===== src/rtl/issue_sb_pkg.sv =====
// Shared types and constants for the dual-issue result-latency scoreboard.
package issue_sb_pkg;

    localparam int LAT_W = 3;
    localparam int NREG  = 32;

    typedef logic [LAT_W-1:0] lat_t;
    typedef logic [4:0]       reg_idx_t;

    localparam lat_t     LAT_INF  = '1;
    localparam reg_idx_t REG_ZERO = '0;

endpackage


===== src/rtl/sb_hazard_chk.sv =====
// Source-operand hazard detect: flags a read of a register whose result is not yet forwardable.
module sb_hazard_chk
    import issue_sb_pkg::*;
(
    input  lat_t     cnt [NREG],
    input  reg_idx_t rs,
    input  reg_idx_t rt,
    input  logic     rs_en,
    input  logic     rt_en,
    output logic     hazard
);

    always_comb begin
        hazard = (rs_en && (rs != REG_ZERO) && (cnt[rs] != '0)) ||
                 (rt_en && (rt != REG_ZERO) && (cnt[rt] != '0));
    end

endmodule


===== src/rtl/issue_scoreboard.sv =====
// Per-register latency scoreboard deciding master/slave issue in the dual-issue stage.
// Optional stall statistics counters are enabled with the macro ISSUE_SB_STATS_EN.
module issue_scoreboard
    import issue_sb_pkg::*;
(
    input  logic     clk,
    input  logic     resetn,
    input  logic     adv,
    input  logic     flush,
    input  logic     m_valid,
    input  reg_idx_t m_rs,
    input  reg_idx_t m_rt,
    input  logic     m_rs_en,
    input  logic     m_rt_en,
    input  logic     m_wen,
    input  reg_idx_t m_rd,
    input  lat_t     m_lat,
    input  logic     s_valid,
    input  reg_idx_t s_rs,
    input  reg_idx_t s_rt,
    input  logic     s_rs_en,
    input  logic     s_rt_en,
    input  logic     s_wen,
    input  reg_idx_t s_rd,
    input  lat_t     s_lat,
    input  logic     wb_clr,
    input  reg_idx_t wb_clr_addr,
    output logic     m_issue,
    output logic     s_issue,
    output logic     stall,
    output logic     busy
`ifdef ISSUE_SB_STATS_EN
    ,
    output logic [31:0] stall_cycles,
    output logic [31:0] slave_block_cycles
`endif
);

    lat_t cnt_q [NREG];
    lat_t cnt_d [NREG];
    logic m_haz;
    logic s_haz;
    logic pair_raw;
    logic pair_waw;

    sb_hazard_chk u_m_haz (
        .cnt    (cnt_q),
        .rs     (m_rs),
        .rt     (m_rt),
        .rs_en  (m_rs_en),
        .rt_en  (m_rt_en),
        .hazard (m_haz)
    );

    sb_hazard_chk u_s_haz (
        .cnt    (cnt_q),
        .rs     (s_rs),
        .rt     (s_rt),
        .rs_en  (s_rs_en),
        .rt_en  (s_rt_en),
        .hazard (s_haz)
    );

    always_comb begin
        pair_raw = m_wen && (m_rd != REG_ZERO) &&
                   ((s_rs_en && (s_rs == m_rd)) || (s_rt_en && (s_rt == m_rd)));
        pair_waw = m_wen && s_wen && (s_rd == m_rd) && (m_rd != REG_ZERO);
        m_issue  = adv && !flush && m_valid && !m_haz;
        s_issue  = m_issue && s_valid && !s_haz && !pair_raw && !pair_waw;
        stall    = m_valid && !m_issue;
    end

    // Later assignments win: flush > slave write > master write > wb_clr > decrement.
    always_comb begin
        busy     = 1'b0;
        cnt_d[0] = '0;
        for (int i = 1; i < NREG; i++) begin
            cnt_d[i] = cnt_q[i];
            if (adv && (cnt_q[i] != '0) && (cnt_q[i] != LAT_INF)) begin
                cnt_d[i] = cnt_q[i] - lat_t'(1);
            end
            if (wb_clr && (wb_clr_addr == reg_idx_t'(i))) begin
                cnt_d[i] = '0;
            end
            if (m_issue && m_wen && (m_rd == reg_idx_t'(i))) begin
                cnt_d[i] = m_lat;
            end
            if (s_issue && s_wen && (s_rd == reg_idx_t'(i))) begin
                cnt_d[i] = s_lat;
            end
            if (flush) begin
                cnt_d[i] = '0;
            end
            busy = busy | (cnt_q[i] != '0);
        end
    end

    always_ff @(posedge clk or negedge resetn) begin
        if (!resetn) begin
            for (int i = 0; i < NREG; i++) begin
                cnt_q[i] <= '0;
            end
        end else begin
            for (int i = 0; i < NREG; i++) begin
                cnt_q[i] <= cnt_d[i];
            end
        end
    end

`ifdef ISSUE_SB_STATS_EN
    // Saturating event counters; deliberately survive flush.
    logic [31:0] stall_cycles_q;
    logic [31:0] stall_cycles_d;
    logic [31:0] slave_block_cycles_q;
    logic [31:0] slave_block_cycles_d;

    always_comb begin
        stall_cycles_d       = stall_cycles_q;
        slave_block_cycles_d = slave_block_cycles_q;
        if (stall && adv && (stall_cycles_q != 32'hFFFF_FFFF)) begin
            stall_cycles_d = stall_cycles_q + 32'd1;
        end
        if (m_issue && s_valid && !s_issue && (slave_block_cycles_q != 32'hFFFF_FFFF)) begin
            slave_block_cycles_d = slave_block_cycles_q + 32'd1;
        end
    end

    always_ff @(posedge clk or negedge resetn) begin
        if (!resetn) begin
            stall_cycles_q       <= '0;
            slave_block_cycles_q <= '0;
        end else begin
            stall_cycles_q       <= stall_cycles_d;
            slave_block_cycles_q <= slave_block_cycles_d;
        end
    end

    assign stall_cycles       = stall_cycles_q;
    assign slave_block_cycles = slave_block_cycles_q;
`endif

endmodule


===== config.mk =====
export PLATFORM = sky130hd
export DESIGN_NAME = issue_scoreboard
export DESIGN_NICKNAME = d
export VERILOG_FILES = /design/src/rtl/issue_sb_pkg.sv /design/src/rtl/sb_hazard_chk.sv /design/src/rtl/issue_scoreboard.sv
export SDC_FILE = /design/constraint.sdc
export NUM_CORES = 1
export LEC_CHECK = 0
export ABC_AREA = 1
export CAP_MARGIN = 20
export CORE_MARGIN = 3
export CORE_UTILIZATION = 34
export CTS_BUF_LIST = sky130_fd_sc_hd__clkbuf_8
export CTS_CLUSTER_SIZE = 28
export DETAILED_ROUTE_END_ITERATION = 6
export PLACE_DENSITY = 0.52
export SYNTH_ARGS = -nofsm -noshare
export SYNTH_HDL_FRONTEND = slang
export SYNTH_HIERARCHICAL = 1
export SYNTH_SLANG_ARGS = --single-unit
export TNS_END_PERCENT = 30

===== constraint.sdc =====
create_clock -name clk -period 4.9 [get_ports clk]
set_input_delay 1.47 -clock clk [delete_from_list [all_inputs] [get_ports clk]]
set_output_delay 1.47 -clock clk [all_outputs]
set_load 0.02 [all_outputs]

==> flow_metrics.env, run 1 <==
export IMPL_viasPerCell=5.38
export IMPL_critPathCaptureType="output pin"
export IMPL_worst_slew_pin_slew_ps=1060
export IMPL_ir_drop_mv=0.162
export IMPL_cts_sinks=93
export IMPL_synth_most_common_cell="nand2_1"
export IMPL_nets=2923
export IMPL_synth_top_area_cell="nand2_1"
export IMPL_slew_headroom_pct=29.3
export IMPL_cts_hold_buf=0
export IMPL_io_buffers=57
export IMPL_reg2reg_from="cnt_q[2]"
export IMPL_synth_top_area_share_pct=25.8
export IMPL_antenna_found_initial=1
export IMPL_h_tree_depth=3
export IMPL_slew_violations=0
export IMPL_die_area_sq_mm=0.0449
export IMPL_overflow=0
export IMPL_clk_path_buf_depth=2
export IMPL_ff2ff_path_depth=23
export IMPL_num_rows=74
export IMPL_synth_cells=2642
export IMPL_violations="DRC, setup timing"
export IMPL_syn_area_sq_mm=0.0144
export IMPL_clkLatencyLatePin_ps=430
export IMPL_synth_async_reset_ratio_pct=100
export IMPL_cp_data_required_time_ps=3430
export IMPL_synth_mux_area_share_pct=0
export IMPL_path_class="input pin to output pin"
export IMPL_drc=2
export IMPL_fmax_mhz=204
export IMPL_synth_ff_type="dfrtp_1"
export IMPL_min_period_ps=4900
export IMPL_grt_usage_pct=30.3
export IMPL_die_y_microns=212
export IMPL_worstPathMaxFanout=9
export IMPL_cts_root_buf="clkbuf_8"
export IMPL_hold_depth=2
export IMPL_gp_congestion=1.02
export IMPL_vias=17800
export IMPL_finalWorstSetupSlack_ps=-0.388
export IMPL_hold_viol_final=0
export IMPL_synthAdderAreaFrac_pct=8.07
export IMPL_die_x_microns=212
export IMPL_largest_reg_flops=93
export IMPL_grt_pass1_wl_microns=102000
export IMPL_arrival_ps=3430
export IMPL_rr_endpoint="cnt_q[23]"
export IMPL_p_leak_uw=0.00919
export IMPL_status="complete, but fails checks"
export IMPL_p_per_area_mw_per_mm2=415
export IMPL_wl_microns=68900
export IMPL_reg2reg_slack_ps=1260
export IMPL_coreArea_sq_mm=0.0414
export IMPL_synth_warnings=6
export IMPL_synth_xor_area_share_pct=1.52
export IMPL_start_kind="input pin"
export IMPL_ys_ff_latch=93
export IMPL_cts_tree="done"
export IMPL_maxCapViolCount=0
export IMPL_fin_crit_sh_pct=100
export IMPL_area_delta_synth_final_pct=16.2
export IMPL_clkTransAtPathRegs_ps=100
export IMPL_place_hpwl_microns=53600
export IMPL_synth_seq_area_share_pct=16.1
export IMPL_grt_max_degree=94
export IMPL_syn_area_per_cell_sq_um=5.46
export IMPL_drive_gt1_share_pct=10.8
export IMPL_synth_edf_count=0
export IMPL_synth_common_cells="nand2_1, inv_1, nor2_1"
export IMPL_synth_compound_area_share_pct=10.4
export IMPL_synth_top_family_by_area="simple AND/OR/NAND/NOR gates"
export IMPL_grt_pass1_vias=16400
export IMPL_synthDistinctLibCells=41
export IMPL_clock_skew_final_ps=19.2
export IMPL_largest_register="cnt_q"
export IMPL_worstHoldPathType="register to register"
export IMPL_p_total_uw=6950
export IMPL_post_drt_wl_per_cell_microns=20.8
export IMPL_yosys_area_share_simple_pct=48.0
export IMPL_rsz0062_at_grt="true"
export IMPL_num_io_pins=58
export IMPL_drt_pass1_iter_count=7
export IMPL_antenna_left=0
export IMPL_pre_cts_ws_ps=-999
export IMPL_cts_inserted_buffers=9
export IMPL_min_from="cnt_q[56]"
export IMPL_whs_endpoint="cnt_q[56]"
export IMPL_start_util_pct=34.8
export IMPL_ys_top_cells_by_area="nand2_1, dfrtp_1, inv_1"
export IMPL_setup_viol=1
export IMPL_drt_iter0_drc=1690
export IMPL_top_regs="cnt_q: 93 flops"
==> cells in the final DEF (no fill, tap or decap), types with 37 or more instances in the layout <==
cell type        synthesis  final
nand2_1                992    985
nand3_1                172    168
clkdlybuf4s50_1          0     37
dfrtp_1                 93     93
ha_1                    93     93
nor2_1                 257    256
nand4_1                135    135
inv_1                  385    383
buf_4                   14    143
o21ai_0                 80     78
a21oi_1                 94     93
nor3_1                  37     37
==> repair_timing <==
action	4_1_cts	5_1_grt
pin swaps	4	10
cloned	1	0
endpoints found under the setup margin	3	3
resized for setup	55	17
endpoints found under the hold margin	0	0
buffers inserted	2	1
==> critical path: stages <==
cell and delay (ps):
clkdlybuf4s15_2 230, inv_2 70, buf_12 140, nand3_1 90, nand2_1 70, nor2_2 100, nand2_1 80, nand2_1 60
nand2_1 40, nand2_1 70, nand2_1 70, nand3_2 80, nand2_4 80, nor2_4 110, nand3_2 80, inv_2 100
nand2_2 60, nor2_4 90, nand2_2 80, nor2_4 120, buf_6 130
==> per-stage QoR <==
stage | cell area, sq um | cells | TNS (ps) | hold slack, ps | util, %
global route | 16800 | 3313 | -144 | 663 | 40.5
CTS | 16700 | 3311 | -2.99 | 611 | 40.4
detailed placement | 16400 | 3293 | -20760 | 587 | 39.7
finish | 16800 | 3313 | -0.388 | 617 | 40.5
floorplan | 14400 | 2649 | 0 | 511 | -
global placement | 16400 | 3293 | -17320 | 580 | 39.7
==> worst max path at each step <==
stage               startpoint  cells after the start  slack [ps]  endpoint
floorplan              m_rs[0]                     22         140   s_issue
global placement       m_rt[0]                     21        -990   s_issue
detailed placement     m_rt[0]                     20       -1000   s_issue
CTS                    m_rt[1]                     20          -3   s_issue
global route           m_rs[0]                     22        -120   s_issue
finish                 m_rt[1]                     21        -0.4   s_issue
==> power by group <==
| part | total (uW) | switching [uW] | internal [uW] |
|---|---|---|---|
| logic | 4500 | 2730 | 1770 |
| registers | 1870 | 814 | 1050 |
| clock network | 587 | 348 | 239 |
==> logic make-up after synthesis <==
logic type | after synthesis
buffers and inverters | 537
flip-flops | 93
adder cells (fa/ha/maj) | 93
AO/OA/AOI/OAI | 258
other | 1
XOR/XNOR | 25
AND/OR/NAND/NOR | 1635
==> per-layer routing <==
layer | wire length [microns] | GRT usage [%] | share of wire [%] | up-vias
met5 | 0 | 0 | 0 | -
met4 | 2250 | 10.5 | 3.3 | 0
met3 | 7240 | 6.70 | 10 | 142
met2 | 29400 | 46.7 | 43 | 868
met1 | 30100 | 41.8 | 44 | 8264
li1 | - | - | - | 8535
==> area by class of cell <==
class                      count  area (sq um)
timing repair buffer         222          2040
sequential                    93          2330
tap                          532           666
inverter                     431          1640
multi-input combinational   2019          9900
clock buffer                   9           124
antenna                        1          2.50
fill                        4606         24600
clock inverter                 6          70.1
No activity file was read; power rests on OpenSTA's default activity.
==> inputs of run 2 (changes only) <==
Settings changed: CAP_MARGIN 20 to default.
==> results of run 2 <==
No change in the layout: final DEF, timing and power equal those of run 1.
